## config.mk

```make
export PLATFORM = sky130hd
export DESIGN_NAME = xor_sched
export DESIGN_NICKNAME = d
export VERILOG_FILES = /design/src/rtl/xor_sched.sv
export SDC_FILE = /design/constraint.sdc
export NUM_CORES = 1
export LEC_CHECK = 0
export ABC_AREA = 1
export BUFFER_PORTS_ARGS = -buffer_cell sky130_fd_sc_hd__buf_4
export CAP_MARGIN = 20
export CORE_UTILIZATION = 40
export CTS_BUF_LIST = sky130_fd_sc_hd__clkbuf_4 sky130_fd_sc_hd__clkbuf_8
export DETAILED_ROUTE_END_ITERATION = 6
export GPL_TIMING_DRIVEN = 0
export PLACE_DENSITY = 0.71
export SLEW_MARGIN = 0
export SYNTH_ARGS = -nofsm -noshare
export SYNTH_HDL_FRONTEND = slang
export SYNTH_SLANG_ARGS = --single-unit
```

## constraint.sdc

```tcl
create_clock -name clk -period 4.5 [get_ports clk]
set_clock_uncertainty 0.1 [all_clocks]
set_input_delay 1.35 -clock clk [delete_from_list [all_inputs] [get_ports clk]]
set_output_delay 1.35 -clock clk [all_outputs]
set_load 0.03 [all_outputs]
```

## src/rtl/xor_sched.sv

```systemverilog
`default_nettype none
// ============================================================================
//  Module   : xor_sched
//  Purpose  : Round-robin scheduler sharing one registered XOR datapath
//             (Y = A ^ B) among NREQ requesters. One requester is granted in
//             IDLE, the XOR is computed in a dedicated EXEC cycle, and the
//             result is held on the shared response channel in RESP until the
//             consumer takes it.
//  Ports    : clk, rst (async, active-high)
//             req_valid/req_ready    - per-requester handshake (ready one-hot)
//             req_a/req_b            - packed operands, slice [i*WIDTH +: WIDTH]
//             rsp_valid/rsp_ready    - shared response handshake
//             rsp_y/rsp_id           - XOR result and owning requester index
//             busy                   - high whenever not in IDLE
//             ops_done               - completed-response counter (16 bit),
//                                      present only with XOR_SCHED_STATS_EN
//  Options  : `define XOR_SCHED_STATS_EN to add the ops_done counter/port.
//  Revision : 1.0 - initial release
// ============================================================================
module xor_sched #(
    parameter int NREQ  = 4,
    parameter int WIDTH = 8,
    parameter int IDW   = $clog2(NREQ)
) (
    input  logic                    clk,
    input  logic                    rst,
    input  logic [NREQ-1:0]         req_valid,
    output logic [NREQ-1:0]         req_ready,
    input  logic [NREQ*WIDTH-1:0]   req_a,
    input  logic [NREQ*WIDTH-1:0]   req_b,
    output logic                    rsp_valid,
    input  logic                    rsp_ready,
    output logic [WIDTH-1:0]        rsp_y,
    output logic [IDW-1:0]          rsp_id,
`ifdef XOR_SCHED_STATS_EN
    output logic [15:0]             ops_done,
`endif
    output logic                    busy
);

    typedef enum logic [1:0] {
        S_IDLE = 2'd0,
        S_EXEC = 2'd1,
        S_RESP = 2'd2
    } state_t;

    state_t             state_q;
    logic [IDW-1:0]     rr_ptr_q;
    logic [WIDTH-1:0]   op_a_q;
    logic [WIDTH-1:0]   op_b_q;
    logic [IDW-1:0]     op_id_q;
    logic [WIDTH-1:0]   rsp_y_q;
    logic [IDW-1:0]     rsp_id_q;
    logic               rsp_valid_q;
`ifdef XOR_SCHED_STATS_EN
    logic [15:0]        ops_done_q;
`endif

    // Round-robin search: start one past the last granted index and take
    // the first valid requester, wrapping modulo NREQ. Works for any NREQ,
    // not just powers of two.
    logic               grant_any_d;
    logic [IDW-1:0]     grant_idx_d;
    logic [IDW-1:0]     cand_d;

    always_comb begin
        grant_any_d = 1'b0;
        grant_idx_d = '0;
        cand_d      = '0;
        for (int k = 1; k <= NREQ; k++) begin
            cand_d = IDW'((int'(rr_ptr_q) + k) % NREQ);
            if (!grant_any_d && req_valid[cand_d]) begin
                grant_any_d = 1'b1;
                grant_idx_d = cand_d;
            end
        end
    end

    // State resets asynchronously to IDLE, so rst is folded in here to keep
    // the grant silent for the whole time reset is held.
    always_comb begin
        req_ready = '0;
        if (!rst && (state_q == S_IDLE) && grant_any_d) begin
            req_ready = NREQ'(1) << grant_idx_d;
        end
    end

    always_ff @(posedge clk or posedge rst) begin
        if (rst) begin
            state_q     <= S_IDLE;
            rr_ptr_q    <= IDW'(NREQ - 1);
            op_a_q      <= '0;
            op_b_q      <= '0;
            op_id_q     <= '0;
            rsp_y_q     <= '0;
            rsp_id_q    <= '0;
            rsp_valid_q <= 1'b0;
`ifdef XOR_SCHED_STATS_EN
            ops_done_q  <= '0;
`endif
        end else begin
            case (state_q)
                S_IDLE: begin
                    if (grant_any_d) begin
                        op_a_q   <= req_a[grant_idx_d*WIDTH +: WIDTH];
                        op_b_q   <= req_b[grant_idx_d*WIDTH +: WIDTH];
                        op_id_q  <= grant_idx_d;
                        rr_ptr_q <= grant_idx_d;
                        state_q  <= S_EXEC;
                    end
                end
                S_EXEC: begin
                    rsp_y_q     <= op_a_q ^ op_b_q;
                    rsp_id_q    <= op_id_q;
                    rsp_valid_q <= 1'b1;
                    state_q     <= S_RESP;
                end
                S_RESP: begin
                    if (rsp_ready) begin
                        rsp_valid_q <= 1'b0;
                        state_q     <= S_IDLE;
`ifdef XOR_SCHED_STATS_EN
                        ops_done_q  <= ops_done_q + 16'd1;
`endif
                    end
                end
                default: begin
                    state_q <= S_IDLE;
                end
            endcase
        end
    end

    assign rsp_valid = rsp_valid_q;
    assign rsp_y     = rsp_y_q;
    assign rsp_id    = rsp_id_q;
    assign busy      = (state_q != S_IDLE);
`ifdef XOR_SCHED_STATS_EN
    assign ops_done  = ops_done_q;
`endif

endmodule
`default_nettype wire

```

Yosys cells after proc, flatten, opt, wreduce, memory -nomap -nowiden
Cells that the tools add are included.
{"block": "word_totals", "elab_cells": 61, "regBits": 33, "inputBits": 71, "out_inout_bits": 16}
{"block": "classes", "n_bitwise": 1, "n_lt_le_gt_ge": 4, "n_reduce_logical": 15, "addsub": 4, "n_mux": 22, "eq_ne": 4, "shifts": 3}
{"op": "32-bit by 6-bit indexed part select with 8-bit output", "n": 2}
{"op": "2-bit by 3-bit less-than comparator with 1-bit output (second input constant)", "n": 4}
{"op": "2-bit two-way mux", "n": 6}
{"op": "1-bit two-way mux", "n": 9}
{"op": "1-bit binary-select mux with 2-bit select", "n": 4}
{"op": "8-bit XOR", "n": 1}
{"op": "2-bit one-hot mux with 3 select lines", "n": 1}
{"op": "2-bit AND reduction", "n": 3}
{"op": "1-bit logical AND", "n": 5}
{"op": "2-bit by 1-bit adder with 2-bit output (second input constant)", "n": 2}
{"op": "2-bit adder (second input constant)", "n": 2}
{"op": "1-bit logical NOT", "n": 4}
{"op": "4-bit two-way mux", "n": 1}
{"op": "2-bit inequality test (second input constant)", "n": 2}
{"op": "2-bit nonzero test", "n": 2}
{"op": "1-bit by 2-bit left shift with 4-bit output (first input constant)", "n": 1}
{"op": "2-bit by 1-bit equality test with 1-bit output (second input constant)", "n": 1}
{"op": "2-bit equality test (second input constant)", "n": 1}
{"op": "2-bit logical NOT", "n": 1}
{"op": "1-bit one-hot mux with 2 select lines", "n": 1}

Longest topological paths before layout
{"block": "depth", "word_depth": 15, "ltp_mapped": 17, "mapped_depth_nobuf": 15}

Worst setup path before layout
OpenSTA, ideal clock, no wires.
{"block": "synth_path", "path_kind": "input port to output port", "startpoint": "input port rst", "endpoint": "output port req_ready[0]", "t_required_ns": 3.050, "arrival_ns": 3.023, "stages": 3, "slack_ns": 0.027, "path_buffers": 0, "path_cell_list": "inv_1 > nand2_1 > nor3_1"}
{"block": "synth_via", "elab_chain_cells": 4}
{"item": "start: declaration", "line_no": "26", "rtl": "input logic rst,"}
{"item": "1-bit logical NOT (no source line)"}
{"item": "1-bit logical AND (2 in a row)", "line_no": "83", "rtl": "if (!rst && (state_q == S_IDLE) && grant_any_d) begin"}
{"item": "4-bit two-way mux", "line_no": "83"}
{"item": "end: declaration", "line_no": "28", "rtl": "output logic [NREQ-1:0] req_ready,"}
Every way passes these cells.

Final worst setup path
{"block": "layout_path", "startpoint": "input port req_valid[3]", "endpoint": "output port req_ready[1]"}
{"block": "layout_via", "elab_chain_cells": 14, "word_cells_on_any_way": 25, "classes_between": "shift (1); mux (17); reduce/logical (7)"}
{"item": "start: declaration", "line_no": "27", "rtl": "input logic [NREQ-1:0] req_valid,"}
{"item": "1-bit binary-select mux with 2-bit select", "line_no": "72", "rtl": "if (!grant_any_d && req_valid[cand_d]) begin"}
{"item": "1-bit two-way mux (not written as such)", "line_no": "72"}
{"item": "1-bit two-way mux", "line_no": "72"}
{"item": "1-bit logical NOT", "line_no": "72"}
{"item": "1-bit logical AND", "line_no": "72"}
{"item": "1-bit two-way mux", "line_no": "72"}
{"item": "1-bit logical NOT", "line_no": "72"}
{"item": "1-bit logical AND", "line_no": "72"}
{"item": "1-bit two-way mux", "line_no": "72"}
{"item": "1-bit logical NOT", "line_no": "72"}
{"item": "1-bit logical AND", "line_no": "72"}
{"item": "2-bit two-way mux or 1-bit two-way mux (tied branches)", "line_no": "72"}
{"item": "1-bit by 2-bit left shift with 4-bit output or 1-bit logical AND (tied branches)", "line_no": "84, 83"}
{"item": "4-bit two-way mux (*)", "line_no": "83"}
Every way passes the cells marked *; elsewhere a longest branch is shown, timed or not. The select of a mux whose other input is x is not followed.

==> run summary <==
Ys async rst share: 100%
Total CTS buffers: 5
Top Ports: 87
Pwr dens: 971 nW/um^2
Final hold vios: 0
Total negative slack: 0 ps
Worst-path clk slew: 70 ps
Worst reg-to-reg setup slack: 2250 ps
CTS Buffer Depth: 2
Routed vias: 2538
DRC errors left: 0
Tightest Hold Check Type: flop to flop
Antenna-violating nets left: 0
Area grow syn2layout: 35.5%
Yosys warns: 0
Pre-antenna DRT Iters: 4
Worst vdd ir: 0.501 mV
Final Cell Area: 3200 sq um
Worst setup startpoint: req_valid[3]
Nets: 520
Non-Filler Instances: 522
Cell area after synthesis: 2360 sq um
Outcome: completed
Placed wire-length estimate: 5120 um
Req. time, crit path: 3050 ps
Leakage: 1.79 nW
IO Port Bufs: 86
Core area: 5610 sq um
RSZ-0062 raised after global routing: no
Via density: 4.86
DIE AREA: 6210 sq um
Register area share after synthesis: 35.1%
Ys flop type: dfrtp_1
Ranking of synthesized cells by area: dfrtp_1, nand2_1, nand4_1, xnor2_1, o21ai_0
CP endpoint: req_ready[1]
Cells on worst reg2reg path: 17
Fin crit share: 96.8%
Die Wd: 78.8 um
Synth Instances: 355
CTS tree: yes
Die outline height: 78.8 um
FF-to-FF Start: rr_ptr_q[0]
Syn avg cell area: 6.65 sq um
Worst Max-Slew Pin Slew: 739 ps
H-tree depth: 2
ANT cells: 0
Final setup vio count: 0
Crit end category: output port
Yosys top cell area share: 32.9%
Starting Density: 42.1%
Largest area contributor in the netlist: dfrtp_1
Post-synth EDFFs: 0
DP Area: 3110 sq um
DP Cell Count: 514
Skew-Pair Late Insertion Delay: 280 ps
Root Buffer: clkbuf_8
WS Path Type: input pin to output port
Arrival time worst endpoint: 2910 ps
GR Overflow Total: 0
Critical-path maximum fanout: 10
Synth Net Count: 426
Clock sink count: 33
CP Launch Type: input pin
Fin crit period: 4360 ps
Synth Register Bits: 33
Largest net degree at the start of global routing: 21
Routed wire per std cell: 12.4 um
Vias in the first global route: 2401
Max Cap Viol: 0
Most frequent cell after synthesis: nand2_1
Pins Over Slew Limit: 0
Slew Limit Headroom: 50.7%
Cell variety after synth: 25
First-pass GRT wire length: 10600 um
Rows: 27
RR Endpoint: op_a_q[2]
Postcts setup bufs: 0
Hold_buf cts: 0
Commonest cells post-synth: nand2_1, nand4_1, dfrtp_1
Initial antenna violation count: 0
Cts repair resizes: 0
Starting DRT DRC Count: 122
Drt total wl: 6470 um
Share of layout cells above drive strength 1: 30.4%
Gr usage total: 21.8%
Power Total: 3.10 mW
GPL Wtd Cong: 0.802
Highest clock rate: 0.230 GHz
-- critical path, stage by stage --
cell,delay (ps)
buf_4,110
nand2_1,80
nand2_2,70
nand2_1,70
nand2_2,90
a31oi_1,160
nand2_1,150
nor2_8,180
inv_4,90
buf_4,180
nor3_1,170
buf_4,200
-- worst min-delay path by stage --
stage	from	to	slack [ps]	cells after the start
after floorplan	op_a_q[0]	op_a_q[0]	370	2
after CTS	rsp_id[1]	rsp_id[1]	390	2
final	rsp_id[1]	rsp_id[1]	390	2
after global placement	rsp_id[0]	rsp_id[0]	370	2
after detailed placement	rsp_id[1]	rsp_id[1]	380	2
after global routing	rsp_y[3]	rsp_y[3]	410	2
-- power by group --
part / internal, mW / switching (mW)
logic: 0.829 / 1.51
registers: 0.455 / 0.0900
clock network: 0.107 / 0.110
-- state kept, by name (all words and copies together), names as in the netlist --
name	count
rsp_id	2
rr_ptr_q	2
op_b_q	8
op_id_q	2
op_a_q	8
rsp_y	8
state_q	2
rsp_valid	1
-- cell families (layout without fill, tap and decap cells) --
kind of cell              count (synthesis)  count (layout)  synth area share [%]
buffers and inverters                    37             132                  8.22
AOI/OAI and AO/OA                        18              18                  3.87
xor gates and xnor gates                  8               8                  2.97
DFF                                      33              33                  35.1
and+or+nand+nor                         259             259                  49.8
-- final cells by class --
cell class / count / area (sq um)
Fill cell: 558 / 2410
Multi-Input combinational cell: 285 / 1340
Sequential cell: 33 / 828
Timing Repair Buffer: 87 / 661
Buffer: 20 / 123
Tap cell: 72 / 90.1
Inverter: 17 / 71.3
Clock buffer: 5 / 68.8
Clock inverter: 3 / 17.5
-- stage by stage --
step | utilization [%] | setup slack [ps] | hold WS, ps
2_1_floorplan | - | 27.3 | 369
3_3_place_gp | 55.2 | -58.7 | 366
3_5_place_dp | 55.5 | 150 | 377
4_1_cts | 57.0 | 144 | 394
5_1_grt | 57.0 | 29.1 | 410
6_report | 57.0 | 144 | 388
-- cells in the final DEF, fill, tap and decap left out, drive strengths merged --
| cell | Yosys | final |
|---|---|---|
| nor3 | 4 | 4 |
| nand3 | 9 | 9 |
| a31oi | 1 | 1 |
| xnor2 | 8 | 8 |
| inv | 17 | 17 |
| dfrtp | 31 | 31 |
| nor2 | 5 | 5 |
| nand4 | 32 | 32 |
| dfstp | 2 | 2 |
| nand2 | 209 | 209 |
| clkinv | 0 | 2 |
| clkbuf | 4 | 9 |
| o21ai | 17 | 17 |
| buf | 16 | 103 |
| clkinvlp | 0 | 1 |
-- routing by layer --
metal	vias up	global-route usage (%)	wire length [um]
li1	1324	-	-
met1	1131	27.7	2960
met2	78	36.7	3110
met3	5	4.60	342
met4	0	7.04	60
met5	-	0	0
Note: power is estimated with default switching activity, not from simulation.
